===== src/rtl/pipe_regfile.sv =====
// 32x32 MIPS register file with per-register pending-write scoreboard and RAW stall.
// Optional write-through bypass enabled by defining PIPE_REGFILE_BYPASS_EN.

module pipe_regfile_cnt #(
    parameter int CNT_W = 2
) (
    input  logic             clk,
    input  logic             rst,
    input  logic             issue,
    input  logic             retire,
    output logic [CNT_W-1:0] cnt,
    output logic             err
);
    localparam logic [CNT_W-1:0] CNT_MAX = '1;

    // Coincident issue and retire cancel; out-of-range moves hold and flag.
    always_comb begin
        err = (issue && !retire && cnt == CNT_MAX) || (retire && !issue && cnt == '0);
    end

    always_ff @(posedge clk or posedge rst) begin
        if (rst)
            cnt <= '0;
        else if (issue && !retire && cnt != CNT_MAX)
            cnt <= cnt + CNT_W'(1);
        else if (retire && !issue && cnt != '0)
            cnt <= cnt - CNT_W'(1);
    end
endmodule

module pipe_regfile #(
    parameter int CNT_W = 2
) (
    input  logic        clk,
    input  logic        rst,
    input  logic [4:0]  in_rd_waddr,
    input  logic        in_rd_wena,
    input  logic [31:0] in_rd_wdata,
    input  logic [4:0]  in_rs_raddr,
    input  logic [4:0]  in_rt_raddr,
    input  logic        in_rs_used,
    input  logic        in_rt_used,
    input  logic        in_issue_ena,
    input  logic [4:0]  in_issue_waddr,
    input  logic [4:0]  in_dbg_raddr,
    output logic [31:0] out_rs_rdata,
    output logic [31:0] out_rt_rdata,
    output logic [31:0] out_dbg_rdata,
    output logic        out_stall,
    output logic        out_err
);
    logic [31:0]            mem [32];
    logic [31:0][CNT_W-1:0] cnt;
    logic [31:0]            cnt_err;
    logic                   issue_hit, retire_hit;
    logic                   rs_busy, rt_busy;
    logic                   rs_retiring, rt_retiring;

    assign issue_hit  = in_issue_ena && !out_stall && in_issue_waddr != 5'd0;
    assign retire_hit = in_rd_wena && in_rd_waddr != 5'd0;

    always_ff @(posedge clk or posedge rst) begin
        if (rst) begin
            for (int i = 0; i < 32; i++) mem[i] <= '0;
        end else if (retire_hit) begin
            mem[in_rd_waddr] <= in_rd_wdata;
        end
    end

    assign cnt[0]     = '0;
    assign cnt_err[0] = 1'b0;

    for (genvar g = 1; g < 32; g++) begin : g_cnt
        pipe_regfile_cnt #(.CNT_W(CNT_W)) u_cnt (
            .clk    (clk),
            .rst    (rst),
            .issue  (issue_hit && in_issue_waddr == 5'(g)),
            .retire (retire_hit && in_rd_waddr == 5'(g)),
            .cnt    (cnt[g]),
            .err    (cnt_err[g])
        );
    end

    always_ff @(posedge clk or posedge rst) begin
        if (rst)
            out_err <= 1'b0;
        else if (|cnt_err)
            out_err <= 1'b1;
    end

    assign rs_retiring   = retire_hit && in_rd_waddr == in_rs_raddr;
    assign rt_retiring   = retire_hit && in_rd_waddr == in_rt_raddr;
    assign out_dbg_rdata = (in_dbg_raddr == 5'd0) ? 32'd0 : mem[in_dbg_raddr];

`ifdef PIPE_REGFILE_BYPASS_EN
    // A lone pending write that retires this cycle is forwarded instead of stalling.
    assign out_rs_rdata = (in_rs_raddr == 5'd0) ? 32'd0 : rs_retiring ? in_rd_wdata : mem[in_rs_raddr];
    assign out_rt_rdata = (in_rt_raddr == 5'd0) ? 32'd0 : rt_retiring ? in_rd_wdata : mem[in_rt_raddr];
    assign rs_busy = in_rs_used && in_rs_raddr != 5'd0 && cnt[in_rs_raddr] != '0 &&
                     !(cnt[in_rs_raddr] == CNT_W'(1) && rs_retiring);
    assign rt_busy = in_rt_used && in_rt_raddr != 5'd0 && cnt[in_rt_raddr] != '0 &&
                     !(cnt[in_rt_raddr] == CNT_W'(1) && rt_retiring);
`else
    logic unused_retiring;
    assign unused_retiring = rs_retiring ^ rt_retiring;
    assign out_rs_rdata = (in_rs_raddr == 5'd0) ? 32'd0 : mem[in_rs_raddr];
    assign out_rt_rdata = (in_rt_raddr == 5'd0) ? 32'd0 : mem[in_rt_raddr];
    assign rs_busy = in_rs_used && in_rs_raddr != 5'd0 && cnt[in_rs_raddr] != '0;
    assign rt_busy = in_rt_used && in_rt_raddr != 5'd0 && cnt[in_rt_raddr] != '0;
`endif

    assign out_stall = rs_busy | rt_busy;
endmodule


===== config.mk =====
export PLATFORM = sky130hd
export DESIGN_NAME = pipe_regfile
export DESIGN_NICKNAME = d
export VERILOG_FILES = /design/src/rtl/pipe_regfile.sv
export SDC_FILE = /design/constraint.sdc
export NUM_CORES = 2
export LEC_CHECK = 0
export CORE_AREA = 2 2 418 420
export CTS_CLUSTER_DIAMETER = 100
export DETAILED_ROUTE_END_ITERATION = 12
export DIE_AREA = 0 0 420 422
export PLACE_DENSITY = 0.64
export RECOVER_POWER = 25
export SLEW_MARGIN = 20
export SYNTH_ARGS = -nofsm -noshare
export SYNTH_HDL_FRONTEND = slang
export SYNTH_SLANG_ARGS = --single-unit

===== constraint.sdc =====
create_clock -name clk -period 93.5 [get_ports clk]
set_clock_uncertainty 0.1 [all_clocks]
set_input_delay 14.025 -clock clk [delete_from_list [all_inputs] [get_ports clk]]
set_output_delay 14.025 -clock clk [all_outputs]
set_load 0.01 [all_outputs]

==> key figures <==
Place
  – Post-detail-place hpwl: 129 mm
  – RD Place Congestion: a little over 0.9
  – Port-buffer cells: 160

Clocking
  – Htree depth: 3
  – CTS tree: yes
  – Post-CTS setup buffer count: 0
  – CTS root buffer: clkbuf_16
  – Clock Latency Late Sink: around 0.74 ns
  – Sink Count: 1087
  – Num CTS Buffers: 114
  – Cts hold-fix bufs: 0
  – Post-cts resize count: 0
  – Clock transition at path regs: about 0.070 ns
  – Clock Path Buffers: 3

Setup path
  – Setup slack, reg-to-reg: slightly below 90 ns
  – CP max stage cell: a211oi_1
  – Arrival @ worst endpoint: approximately 19 ns
  – Worst-path cell chain: buf_8 > buf_12 > buf_4 > mux4_2 > mux2_2 > a221oi_1 > a211oi_1 > clkdlybuf4s50_1
  – Startpoint Class: input pin
  – Largest stage delay, worst path: approximately 1.0 ns
  – Critical path type: in -> out
  – Crit Path Max Fanout: 108
  – CP required: approximately 80 ns
  – WP buf/inv: 4
  – Critical path's top delay family: buffers and inverters
  – Worst Setup End Kind: output pin

Yosys
  – Syn_area_per_cell: 12.8 sq um
  – Area fraction of the dominant cell type after synthesis: approximately two fifths
  – Count leader, synth: nand2_1
  – Distinct cells, synth: 83
  – Commonest cells in the netlist: nand2_1 (1138), dfrtp_1 (1087), mux4_2 (870)
  – #FFs+latches synth: 1087
  – Yosys Warn Count: 0
  – Largest cells by area after synthesis: dfrtp_1 (41%), mux4_2 (29%), mux2_2 (11%)
  – Sequential fraction of the synthesis area: about two fifths
  – Syn Nets: 5301
  – EDFF count, synth: 0
  – Post-Syn Area: roughly 67000 sq um
  – Area leader, netlist: dfrtp_1
  – Asr flop ratio synth: 100%
  – Synth Flop Type: dfrtp_1
  – Mapped Cells: 5238

Pwr
  – Sequential power share: 42.7%
  – Combinational group share of total power: 25.1%
  – Pwr/cell area: 20.4 nW/um^2
  – Leak: 31.8 nW
  – Clock power frac: 32.2%
  – Net load switching power: 0.000450 W
  – Sw Ratio: 29.7%
  – Int Power: approximately 0.0011 W
  – Max VDD drop: 0.0000153 V

Timing
  – RSZ-0062 raised after global routing: false
  – Slew @ Worst Pin: ~4.7 ns
  – Fin Setup TNS: 0 ns
  – Slew headroom: -214%
  – Final Hold Vio Count: 0
  – Fin crit period: about 33 ns
  – Max Clock Freq: 0.0304 GHz
  – Hold Slack: 0.315 ns
  – Final worst-path cycle share: 35.2%
  – Setup violations, final: 0
  – Max-slew violation count: 555

Status
  – Status: complete, but fails checks
  – Failing checks: max-capacitance violations, max-slew violations

Global route
  – Initial antenna violation count: 15
  – Number of global-route vias before repair: 48700
  – First-pass GRT wire length: between 300 and 400 mm
  – GRT Total Usage: roughly a quarter
  – Grt total ovfl: 0
  – Pin count of the biggest net entering global routing: around 180

Layout
  – Share of cells above drive strength 1: 37.4%
  – Fill cells: roughly 16000
  – Fin nets: 5139
  – Area delta synth->final: 11.1%

Detailed routing
  – Routed WL: ~240 mm
  – DR pass1 iterations: 6
  – Vias: 48600
  – Per-cell routed wire length: 31.5 um
  – DRC errors left: 0
  – Final ANT Viol Nets: 0
  – Vias per cell: 6.47
  – Iter 0 DRT Violations: approximately 6000

Worst hold path
  – HP Class: reg -> reg

Job
  – Max-cap viol count: 12

Floorplanning
  – Row count: approximately 150
  – Die area: 177000 sq um
  – Die Y: 422 um
  – Core box area: approximately 170000 sq um
  – Die Span X: 420 um
  – IO Pins: 161
  – Initial Util: 38.7%
==> flip-flops by register name (all words and copies together), names as in the netlist <==
signal           count
mem               1024
g_cnt.u_cnt.cnt     62
out_err              1
==> metal layers <==
| layer | routed length, um | track usage (%) | share of wire [%] |
|---|---|---|---|
| met1 | 87200 | 34.4 | 37 |
| met2 | 108000 | 40.8 | 46 |
| met3 | 24200 | 5.83 | 10 |
| met4 | 16600 | 16.5 | 7.0 |
| met5 | 103 | 0 | 0.044 |
==> worst paths after layout <==
path,depth (start not counted),endpoint,from
max,8,out_dbg_rdata[2],in_dbg_raddr[0]
min,0,mem[1017]$_DFFE_PP0P_,mem[1017]$_DFFE_PP0P_
max reg2reg,10,out_err$_DFFE_PP0P_,g_cnt[20].u_cnt.cnt[0]$_DFFE_PP0P_
min reg2reg,0,mem[1017]$_DFFE_PP0P_,mem[1017]$_DFFE_PP0P_
max in group asynchronous,4,mem[207]$_DFFE_PP0P_,rst
min in group asynchronous,2,mem[602]$_DFFE_PP0P_,rst
==> layout make-up <==
class,instances,area (sq um),share of cell area [%]
tap,2325,2910,3.91
timing repair buffer,263,2410,3.24
inverter,32,121,0.163
clock buffer,157,3220,4.32
sequential,1087,27200,36.6
antenna,8,20.0,0.0269
clock inverter,57,746,1.00
multi-input combinational,3578,37800,50.8
==> metrics by stage <==
step	util (%)	instance area [sq um]	std cells	total power [W]	worst slack, ns
global route	43.0	74400	7502	0.00158	60.40
global placement	40.8	70500	7280	0.00102	60.62
CTS	43.1	74400	7495	0.00152	60.62
detailed placement	40.8	70500	7281	0.00103	60.61
floorplan	-	67000	5238	0.000912	48.77
finish	43.0	74400	7507	0.00151	60.59
==> power by group through the flow <==
stage	Sequential, W	Combinational [W]	Clock, W
floorplan	0.000625	0.000287	0
global placement	0.000645	0.000371	0
detailed placement	0.000652	0.000379	0
CTS	0.000644	0.000380	0.000494
global route	0.000661	0.000405	0.000511
finish	0.000647	0.000380	0.000488
==> worst register-to-register path: stages, from the launching register on <==
cell	delay, ns
dfrtp_1	0.42
nor2_1	0.29
o22ai_1	0.14
a2111oi_0	0.41
or3_1	0.19
o22ai_2	0.25
nor2_2	0.80
a21oi_1	0.35
a2111oi_0	0.48
nand3_1	0.15
or4_1	0.51
==> placed cells by master (no fill, tap or decap), types with 9 or more instances in the layout <==
cell type and count:
nand2_4 9, nor2_4 14, buf_4 94, inv_1 29, mux2i_1 163, a21o_1 12, nand2_2 10, nand4_1 28
mux4_2 870, bufinv_16 15, a211oi_1 26, clkinvlp_4 12, nand2b_1 17, buf_2 14, dfrtp_1 1087, nand3_1 20
o22ai_1 37, a31oi_1 10, clkdlybuf4s50_1 128, a2111oi_0 9, nor2_1 159, a211o_1 13, clkbuf_8 16, o221ai_1 24
clkinv_2 21, o211ai_1 17, nor3_1 32, and3_1 11, a221oi_1 27, clkbuf_16 116, mux2_2 683, a21oi_1 90
o21ai_0 57, nand2_1 1120, clkbuf_1 33
==> kinds of logic (layout without fill, tap and decap cells) <==
| group | Yosys count | after routing | share of synthesized area, % |
|---|---|---|---|
| muxes | 1717 | 1717 | 43.2 |
| AOI/OAI and AO/OA | 370 | 370 | 3.73 |
| DFF | 1087 | 1087 | 40.6 |
| and+or+nand+nor | 1491 | 1491 | 9.10 |
| other | 0 | 8 | 0 |
| buffers and inverters | 573 | 509 | 3.33 |
No activity file was read; power rests on OpenSTA's default activity.
